--- src/rtl/ibis_tmds_scheduler.sv ---
// ----------------------------------------------------------------------------
// ibis_tmds_scheduler
//
// Feeds three external 10:1 TMDS serializers with pre-encoded 10-bit words.
// Words arrive through a small FIFO. After a programmable start-up wait, one
// word per channel is launched every five aclk cycles. Each launch takes the
// FIFO head, or DVI control tokens when the FIFO is empty. The serializer
// samples pump_data* during phase 0.
//
// Optional feature:
//   IBIS_TMDS_SCHED_UNDERFLOW_CNT_EN  - when defined, build the saturating
//   underflow counter. Otherwise underflow_count is tied to zero.
//
// Ports:
//   aclk, aresetn     clock, asynchronous active-low reset
//   start             level, leave IDLE and begin the start-up wait
//   stop              level, return to IDLE (at the next symbol boundary in RUN)
//   frame_active      host marks active video (token launches count as underflow)
//   sync[1:0]         {vsync,hsync}, selects the control token for channel 0
//   s_valid/s_ready   word handshake into the FIFO
//   s_data[29:0]      {ch2,ch1,ch0} pre-encoded TMDS words
//   pump_resetn       active-low serializer reset (low only in IDLE)
//   pump_enable       serializer enable (high only in RUN)
//   pump_data0/1/2    parallel word per channel, reloaded once per symbol
//   underflow_count   saturating count of token launches during active video
//   running           high while in RUN
// ----------------------------------------------------------------------------
module ibis_tmds_scheduler #(
    parameter int unsigned STARTUP_CYCLES = 1024,
    parameter int unsigned FIFO_DEPTH     = 4
) (
    input  logic        aclk,
    input  logic        aresetn,
    input  logic        start,
    input  logic        stop,
    input  logic        frame_active,
    input  logic [1:0]  sync,
    input  logic        s_valid,
    output logic        s_ready,
    input  logic [29:0] s_data,
    output logic        pump_resetn,
    output logic        pump_enable,
    output logic [9:0]  pump_data0,
    output logic [9:0]  pump_data1,
    output logic [9:0]  pump_data2,
    output logic [15:0] underflow_count,
    output logic        running
);

    localparam int unsigned AW = $clog2(FIFO_DEPTH);
    localparam logic [AW:0]  FIFO_FULL_CNT = (AW+1)'(FIFO_DEPTH);
    localparam logic [15:0]  WAIT_LAST     = 16'(STARTUP_CYCLES - 1);

    typedef enum logic [1:0] {
        ST_IDLE = 2'd0,
        ST_WAIT = 2'd1,
        ST_RUN  = 2'd2
    } state_t;

    state_t      state;
    state_t      state_nxt;
    logic [15:0] wait_cnt;
    logic [2:0]  phase;
    logic        stop_pend;

    // FIFO storage and bookkeeping
    logic [29:0] mem [FIFO_DEPTH];
    logic [AW-1:0] wr_ptr;
    logic [AW-1:0] rd_ptr;
    logic [AW:0]   fifo_cnt;
    logic [AW:0]   fifo_cnt_nxt;
    logic          fifo_empty;
    logic          push;
    logic          pop;

    // Output-decode results, registered below
    logic load;
    logic pump_resetn_nxt;
    logic pump_enable_nxt;
    logic running_nxt;

    // DVI control-period token for a given {vsync,hsync}
    function automatic logic [9:0] ctrl_token(input logic [1:0] c);
        case (c)
            2'b00:   ctrl_token = 10'b1101010100;
            2'b01:   ctrl_token = 10'b0010101011;
            2'b10:   ctrl_token = 10'b0101010100;
            default: ctrl_token = 10'b1010101011;
        endcase
    endfunction

    // ------------------------------------------------------------------------
    // FSM: state register
    // ------------------------------------------------------------------------
    // NOTE: sequential state uses non-blocking (<=) so every flop samples the
    // pre-edge values; combinational blocks use blocking (=).
    always_ff @(posedge aclk or negedge aresetn) begin
        if (!aresetn) begin
            state <= ST_IDLE;
        end else begin
            state <= state_nxt;
        end
    end

    // ------------------------------------------------------------------------
    // FSM: next-state logic
    // ------------------------------------------------------------------------
    always_comb begin
        // NOTE: default assignment first so no path leaves state_nxt unassigned
        // (which would infer a latch).
        state_nxt = state;
        case (state)
            ST_IDLE: if (start) state_nxt = ST_WAIT;
            ST_WAIT: begin
                if (stop)                       state_nxt = ST_IDLE;
                else if (wait_cnt == WAIT_LAST) state_nxt = ST_RUN;
            end
            ST_RUN: begin
                // Leave only at a symbol boundary; an earlier stop is remembered.
                if (phase == 3'd4 && (stop || stop_pend)) state_nxt = ST_IDLE;
            end
            default: state_nxt = ST_IDLE;
        endcase
    end

    // ------------------------------------------------------------------------
    // FSM: output decode (next values of the registered outputs)
    // ------------------------------------------------------------------------
    always_comb begin
        pump_resetn_nxt = (state_nxt != ST_IDLE);
        pump_enable_nxt = (state_nxt == ST_RUN);
        running_nxt     = (state_nxt == ST_RUN);
        // Launch on RUN entry and at every phase-4 -> phase-0 boundary that
        // stays in RUN, so the word is stable through phase 0.
        load = (state == ST_WAIT && state_nxt == ST_RUN) ||
               (state == ST_RUN  && state_nxt == ST_RUN && phase == 3'd4);
    end

    // ------------------------------------------------------------------------
    // Start-up wait counter, symbol phase and pending stop
    // ------------------------------------------------------------------------
    always_ff @(posedge aclk or negedge aresetn) begin
        if (!aresetn) begin
            wait_cnt  <= '0;
            phase     <= '0;
            stop_pend <= 1'b0;
        end else begin
            wait_cnt <= (state == ST_WAIT) ? wait_cnt + 16'd1 : 16'd0;

            if (state == ST_RUN && state_nxt == ST_RUN) begin
                phase     <= (phase == 3'd4) ? 3'd0 : phase + 3'd1;
                stop_pend <= stop_pend | stop;
            end else begin
                phase     <= '0;
                stop_pend <= 1'b0;
            end
        end
    end

    // ------------------------------------------------------------------------
    // FIFO
    // ------------------------------------------------------------------------
    assign fifo_empty = (fifo_cnt == '0);
    assign push       = s_valid & s_ready;
    assign pop        = load & ~fifo_empty;

    always_comb begin
        fifo_cnt_nxt = fifo_cnt;
        if (push && !pop)      fifo_cnt_nxt = fifo_cnt + 1'b1;
        else if (pop && !push) fifo_cnt_nxt = fifo_cnt - 1'b1;
    end

    // NOTE: the storage array has no reset; resetting the pointers and count
    // is what empties the FIFO, and it keeps the array mappable to RAM.
    always_ff @(posedge aclk) begin
        if (push) mem[wr_ptr] <= s_data;
    end

    always_ff @(posedge aclk or negedge aresetn) begin
        if (!aresetn) begin
            wr_ptr   <= '0;
            rd_ptr   <= '0;
            fifo_cnt <= '0;
            s_ready  <= 1'b0;
        end else begin
            if (push) wr_ptr <= wr_ptr + 1'b1;
            if (pop)  rd_ptr <= rd_ptr + 1'b1;
            fifo_cnt <= fifo_cnt_nxt;
            // Registered ready tracks the post-edge occupancy, so a slot freed
            // by a pop is offered on the following cycle (no full bypass).
            s_ready  <= (fifo_cnt_nxt != FIFO_FULL_CNT);
        end
    end

    // ------------------------------------------------------------------------
    // Registered outputs
    // ------------------------------------------------------------------------
    always_ff @(posedge aclk or negedge aresetn) begin
        if (!aresetn) begin
            pump_resetn <= 1'b0;
            pump_enable <= 1'b0;
            running     <= 1'b0;
            pump_data0  <= '0;
            pump_data1  <= '0;
            pump_data2  <= '0;
        end else begin
            pump_resetn <= pump_resetn_nxt;
            pump_enable <= pump_enable_nxt;
            running     <= running_nxt;
            if (load) begin
                if (!fifo_empty) begin
                    {pump_data2, pump_data1, pump_data0} <= mem[rd_ptr];
                end else begin
                    pump_data0 <= ctrl_token(sync);
                    pump_data1 <= ctrl_token(2'b00);
                    pump_data2 <= ctrl_token(2'b00);
                end
            end
        end
    end

    // ------------------------------------------------------------------------
    // Underflow counter
    // ------------------------------------------------------------------------
`ifdef IBIS_TMDS_SCHED_UNDERFLOW_CNT_EN
    logic [15:0] underflow_q;

    always_ff @(posedge aclk or negedge aresetn) begin
        if (!aresetn) begin
            underflow_q <= '0;
        end else if (load && fifo_empty && frame_active && underflow_q != 16'hFFFF) begin
            underflow_q <= underflow_q + 16'd1;
        end
    end

    assign underflow_count = underflow_q;
`else
    logic unused_frame_active;
    assign unused_frame_active = frame_active;
    assign underflow_count     = 16'h0000;
`endif

endmodule

--- config.mk ---
export PLATFORM = sky130hd
export DESIGN_NAME = ibis_tmds_scheduler
export DESIGN_NICKNAME = d
export VERILOG_FILES = /design/src/rtl/ibis_tmds_scheduler.sv
export SDC_FILE = /design/constraint.sdc
export NUM_CORES = 1
export LEC_CHECK = 0
export CAP_MARGIN = 20
export CORE_MARGIN = 2
export CORE_UTILIZATION = 50
export CTS_CLUSTER_SIZE = 20
export DETAILED_ROUTE_END_ITERATION = 12
export GPL_TIMING_DRIVEN = 1
export PLACE_DENSITY = 0.75
export SLEW_MARGIN = 20
export SYNTH_ARGS = -nofsm -noshare
export SYNTH_HDL_FRONTEND = slang
export SYNTH_SLANG_ARGS = --single-unit
--- constraint.sdc ---
create_clock -name aclk -period 2.5 [get_ports aclk]
set_input_delay 0.25 -clock aclk [delete_from_list [all_inputs] [get_ports aclk]]
set_output_delay 0.25 -clock aclk [all_outputs]
set_load 0.1 [all_outputs]
======== Word level (Yosys, flattened, before mapping) ========
Memory sizes are Yosys's and may differ from the RTL's.
Index checks and enable logic that the tools add are counted.
cells by class
  add/sub/neg operators ................... 6
  multipliers ............................. 0
  divide/modulo/power cells ............... 0
  order comparisons ....................... 0
  equal/unequal tests ..................... 8
  shift operators ......................... 0
  mux-type cells .......................... 17
  bitwise gates (word level) .............. 4
  reduce and logical (&&, ||, !) cells .... 14
operators by type and width
  kind                                              count
  two-way mux 10 bit                                3
  one-hot mux 10 bit (3 select lines)               1
  adder 16 x 1 -> 16 bit, second input constant     1
  == test 16 x 10 -> 1 bit, second input constant   1
  two-way mux 16 bit                                1
  two-way mux 3 bit                                 4
  two-way mux 2 bit                                 4
  adder 3 x 1 -> 3 bit, second input constant       2
  == test 2 bit, second input constant              3
  logical AND 1 bit                                 6
  one-hot mux 2 bit (3 select lines)                1
  adder 2 x 1 -> 2 bit, second input constant       2
  == test 2 x 1 -> 1 bit, second input constant     2
  zero test 2 bit                                   2
  == test 3 bit, second input constant              1
  zero test 3 bit                                   1
  two-way mux 1 bit                                 3
  inequality test 3 bit, second input constant      1
  subtractor 3 x 1 -> 3 bit, second input constant  1
  bitwise AND 1 bit                                 2
  zero test 1 bit                                   2
  logical OR 1 bit                                  2
  nonzero test 2 bit                                1
  NOT 1 bit                                         1
  bitwise OR 1 bit                                  1
word-level totals
  flip-flop bits (word level) ............. 62
  latch bits .............................. 0
  bits in writable memories ............... 120
  memory bits (read-only) ................. 0
  input bits .............................. 38
  output and inout port bits .............. 50
  memories kept ........................... 1
memories
  name  words  width  rd ports  clocked after Yosys merged registers in  wr ports  RTL line  RTL
  mem   4      30     1         0                                        1         67        logic [29:0] mem [FIFO_DEPTH];

======== Logic depth before layout (Yosys ltp) ========
  depth after elaboration ................. 13
  depth in mapped cells ................... 10
  gate-level depth less buffers ........... 8

======== Least setup slack after synthesis ========
No wires, ideal clock.
  path type ............................... reg-to-reg
  from .................................... register wait_cnt[10]
  to ...................................... register s_ready
  library setup time ...................... 0.124 ns
  arrival time ............................ 2.210 ns
  path slack .............................. 0.166 ns
  cell stages (with the launch flop) ...... 7
  period minus slack after synthesis ...... 2.334 ns
  path through ............................ dfrtp_1 or4_1 or4_4 o21ai_4 a31oi_1 o32a_1 o21bai_1
on the way
  word-level cells in the longest chain between the ends .. 13
  elaborated cells between the ends (all ways) .. 16
ends and longest elaborated chain
  item                                                           RTL line  RTL
  start: declaration                                             62        logic [15:0] wait_cnt;
  start signal: assignment                                       148       wait_cnt <= (state == ST_WAIT) ? wait_cnt + 16'd1 : 16'd0;
  == test 16 x 10 -> 1 bit *                                     116       else if (wait_cnt == WAIT_LAST) state_nxt = ST_RUN;
  two-way mux 2 bit *                                            116
  two-way mux 2 bit *                                            115       if (stop) state_nxt = ST_IDLE;
  one-hot mux 2 bit (3 select lines) *                           112       case (state)
  == test 2 bit *                                                135, 136
  logical AND 1 bit (2 in series)                                136       (state == ST_RUN && state_nxt == ST_RUN && phase == 3'd4);
  logical OR 1 bit *                                             135       load = (state == ST_WAIT && state_nxt == ST_RUN) ||
  bitwise AND 1 bit *                                            165       assign pop = load & ~fifo_empty;
  logical AND 1 bit / zero test 1 bit (equally long branches)    170, 169
  two-way mux 3 bit / logical AND 1 bit (equally long branches)  170, 169
  two-way mux 3 bit *                                            169       if (push && !pop) fifo_cnt_nxt = fifo_cnt + 1'b1;
  net fifo_cnt_nxt[1]                                            71        logic [AW:0] fifo_cnt_nxt;
  inequality test 3 bit *                                        191       s_ready <= (fifo_cnt_nxt != FIFO_FULL_CNT);
  end signal: assignment                                         191
  end: declaration                                               39        output logic s_ready,
Mark *: on every way through the listed nets, which the timed path passes. The rest lies on a longest branch.
A chain may end at the register's enable or synchronous reset.

======== Worst setup path after layout ========
  from .................................... register wait_cnt[11]
  to ...................................... register pump_data0[4]
on the way
  word-level cells in the longest chain between the ends .. 8
  elaborated cells between the ends (all ways) .. 9
ends and longest elaborated chain
  item                                  RTL line  RTL
  == test 16 x 10 -> 1 bit *            116
  two-way mux 2 bit *                   116
  two-way mux 2 bit *                   115
  one-hot mux 2 bit (3 select lines) *  112
  == test 2 bit *                       135, 136
  logical AND 1 bit (2 in series)       136
  logical OR 1 bit *                    135
  end signal: assignment                212       {pump_data2, pump_data1, pump_data0} <= mem[rd_ptr];
  end signal: assignment                214       pump_data0 <= ctrl_token(sync);
  end: declaration                      43        output logic [9:0] pump_data0,
Mark *: on every way between the ends. The rest lies on a longest branch, timed or not.

==> results by group <==
Status
  • Status: finished, final reports clean

Global routing
  • Total gr overflow: 0
  • Largest net degree at the start of global routing: 32
  • All-Layer GR Usage: 0.186
  • Vias in the first global route: 4260
  • Global-route wire length before repair: around 22000 um
  • Initial antenna violation count: 0

Finish
  • Fill cells: between 1k and 1.5k
  • Final Core Density: 0.608
  • Final Net Count: roughly 630
  • Fraction of layout cells with a size suffix above 1: 0.206
  • # diodes: 0
  • Layout area overhead: 19.1%

Floorplan
  • Starting density of the core: 0.511
  • Row cnt: 44
  • Die Span Y: roughly 130 um
  • Die W: 126 um
  • Io pins: 88
  • Core area: around 14000 um2
  • Die Area: roughly 16000 um2

Logic synthesis
  • Synth Warn #: 0
  • Synth Flop Type: edfxtp_1
  • Mapped Area: between 7000 and 8000 um2
  • Avg Cell Area, Syn: ~15 um2
  • Sequential area share after synthesis: 0.697
  • Mapped Cells: roughly 500
  • Post-synthesis register bit count: ~180
  • Cell variety after synth: between 40 and 50
  • Post-synth EDFFs: 120
  • FFs w/ async S/R, synth: 0.341

Route
  • Overall via count from detail_route: roughly 4.2k
  • Wirelength, routed: around 14000 um
  • Routed WL per cell: 18.1 um
  • Drt pass-1 iters: 4
  • # DRC: 0
  • Initial drt markers: ~420
  • Post-route ant nets: 0
  • DR vias/cell: ~5.5

Critical path
  • Crit Path Max Fanout: 20
  • CP max stage delay: 0.54 ns
  • Req. time, crit path: about 2.8 ns
  • Critical path launch point type: flip-flop
  • Crit Path Class: reg2reg
  • CP endpoint kind: flip-flop
  • CP Cell Sequence: or4_1 -> or4_4 -> o21ai_4 -> nand2b_2 -> buf_4 -> nand2_1 -> o21ai_0
  • WP data arrival: 2.68 ns
  • CP max stage cell: or4_1

Pwr
  • Power Density: between 900 and 1000 nW/um2
  • Worst-case vdd ir drop: 945 uV
  • Int Pwr: a little under 6 mW
  • Clock power frac: 0.311
  • NetSw: 2.61 mW
  • Sw frac: 0.308
  • Combinational Power Share: 0.221
  • Leakage: around 3.4 nW
  • Sequential Power Share: 0.468

Timing
  • Clk_skew: 0.00901 ns
  • Fin. Hold Viols: 0
  • Worst slew margin: 0.672
  • Pin slew with the least headroom to its limit: 0.489 ns
  • Final critical-path share of the clock period: 0.949
  • Final TNS setup: 0 ns
  • Final setup vio count: 0
  • Fmax: 422 MHz
  • Slew Viols, Final: 0
  • Fin crit period: 2.37 ns
  • Unrepaired setup endpoints after global routing: no

Clock network
  • H-tree levels: 4
  • Setup Buffers After CTS: 0
  • Clock Latency Late Sink: roughly 0.43 ns
  • Root buffer cell: clkbuf_16
  • Clk slew on worst S/H paths: approximately 0.070 ns
  • CTS Buffer Depth: 2
  • CTS tree: built
  • Clock buffers created by TritonCTS: 17
  • Clk sink count: ~180

Placement
  • RD Place Congestion: ~0.8
  • I/O Buffers: 70
  • Post-DP HPWL: between 8000 and 9000 um

Run
  • Max_cap viols: 0

Min path
  • Hold Crit Class: in2async
per-layer routing:
| metal | wire length, um | track usage | share of wire | vias to the layer above |
|---|---|---|---|---|
| li1 | - | - | - | 1935 |
| met1 | 5870 | 0.238 | 0.42 | 2127 |
| met2 | 7050 | 0.304 | 0.51 | 135 |
| met3 | 768 | 0.0565 | 0.055 | 15 |
| met4 | 240 | 0.0667 | 0.017 | 0 |
| met5 | 0 | 0 | 0 | - |
cells in the final DEF, fill, tap and decap left out, drive strengths merged, types with 2 or more instances in the layout:
cell             n
clkinv           5
dfrtp           62
nand2b           5
and3             5
nand2           50
or2              2
nor3             2
nor4             2
inv             18
bufinv           2
edfxtp         120
xor2             8
nand3            9
or4              2
mux4            30
clkdlybuf4s50   35
nand4            2
nand3b           2
a21oi           18
buf             51
o21ai           39
conb            16
xnor2            8
ha              14
or3              5
mux2i            3
clkbuf          19
nor2            39
cells in the mapped netlist (2+ instances only):
| master | count | share of area |
|---|---|---|
| and3_1 | 5 | 0.0042 |
| mux4_2 | 30 | 0.091 |
| xnor2_1 | 8 | 0.0095 |
| o21ai_0 | 33 | 0.022 |
| nand3b_1 | 2 | 0.0020 |
| edfxtp_1 | 120 | 0.49 |
| nor3_1 | 2 | 0.0014 |
| nand3_1 | 9 | 0.0061 |
| buf_2 | 4 | 0.0027 |
| o21ai_1 | 5 | 0.0034 |
| nand2_1 | 50 | 0.025 |
| buf_1 | 3 | 0.0015 |
| a21oi_1 | 18 | 0.012 |
| inv_1 | 13 | 0.0066 |
| or2_2 | 2 | 0.0017 |
| clkbuf_1 | 12 | 0.0061 |
| xor2_1 | 8 | 0.0095 |
| or3_1 | 5 | 0.0042 |
| nand2b_1 | 5 | 0.0042 |
| clkbuf_2 | 3 | 0.0020 |
| dfrtp_1 | 62 | 0.21 |
| nand4_1 | 2 | 0.0017 |
| nor4_1 | 2 | 0.0017 |
| nor2_1 | 39 | 0.020 |
| mux2i_1 | 3 | 0.0041 |
| buf_4 | 17 | 0.017 |
| ha_1 | 14 | 0.024 |
worst paths after layout:
check,start,to,slack [ns],depth (start not counted)
max in group asynchronous,aresetn,rd_ptr[0]$_DFFE_PN0P_,1.52,3
setup / recovery,wait_cnt[11]$_DFF_PN0_,pump_data0[4]$_DFFE_PN0N_,0.13,7
hold reg to reg,wait_cnt[0]$_DFF_PN0_,wait_cnt[0]$_DFF_PN0_,0.47,1
setup reg to reg,wait_cnt[11]$_DFF_PN0_,pump_data0[4]$_DFFE_PN0N_,0.13,7
hold / removal,aresetn,phase[2]$_DFF_PN0_,0.30,2
min in group aclk,start,state[0]$_DFF_PN0_,0.42,3
through the flow:
step	power (mW)	hold slack [ns]	instance area [um2]	setup WS, ns	std cells
global route	8.85	0.342	8810	0.000574	771
finish	8.48	0.304	8810	0.128	771
detailed placement	5.91	0.223	8220	0.133	738
floorplan	5.37	-0.0456	7450	0.166	507
CTS	8.56	0.301	8800	0.112	771
global placement	5.82	0.216	8220	0.153	738
worst max-delay path: cells and delay by family (launching register included):
kind                   cells  cell delay, ns
AND/OR/NAND/NOR            4            1.31
flip-flops                 1            0.42
AO/OA/AOI/OAI              2            0.28
buffers and inverters      1            0.24
cell type report:
| type | count | area, um2 | area share |
|---|---|---|---|
| Multi-Input combinational cell | 273 | 2040 | 0.231 |
| Clock inverter | 13 | 146 | 0.0166 |
| Tap cell | 184 | 230 | 0.0261 |
| Sequential cell | 182 | 5160 | 0.585 |
| Clock buffer | 19 | 433 | 0.0491 |
| Inverter | 13 | 48.8 | 0.00554 |
| Timing Repair Buffer | 87 | 757 | 0.0859 |
kinds of logic after synthesis:
kind of cell,synth area share
compound gates,0.0501
flops,0.697
xor+xnor,0.0189
fa+ha+maj,0.0237
buf+inv,0.0362
mux,0.0954
simple gates,0.0782
other cells,0.000507
registers in the layout, indices dropped and copies added, names as in the netlist, 3 cells and up:
signal	count
mem	120
pump_data1	10
wait_cnt	16
fifo_cnt	3
phase	3
pump_data0	10
pump_data2	10
power groups by stage:
stage | Combinational, mW | Sequential, mW | Clock [mW]
floorplan | 1.09 | 4.28 | 0
global placement | 1.83 | 3.99 | 0
detailed placement | 1.88 | 4.03 | 0
CTS | 1.90 | 3.98 | 2.69
global route | 2.02 | 4.02 | 2.81
finish | 1.87 | 3.97 | 2.63
repair_timing:
action,CTS,global route
endpoints found under the hold margin,18,0
gates resized for setup,0,1
setup endpoints to repair,0,8
hold buffers,1,0
(Power assumes the default switching activity.)
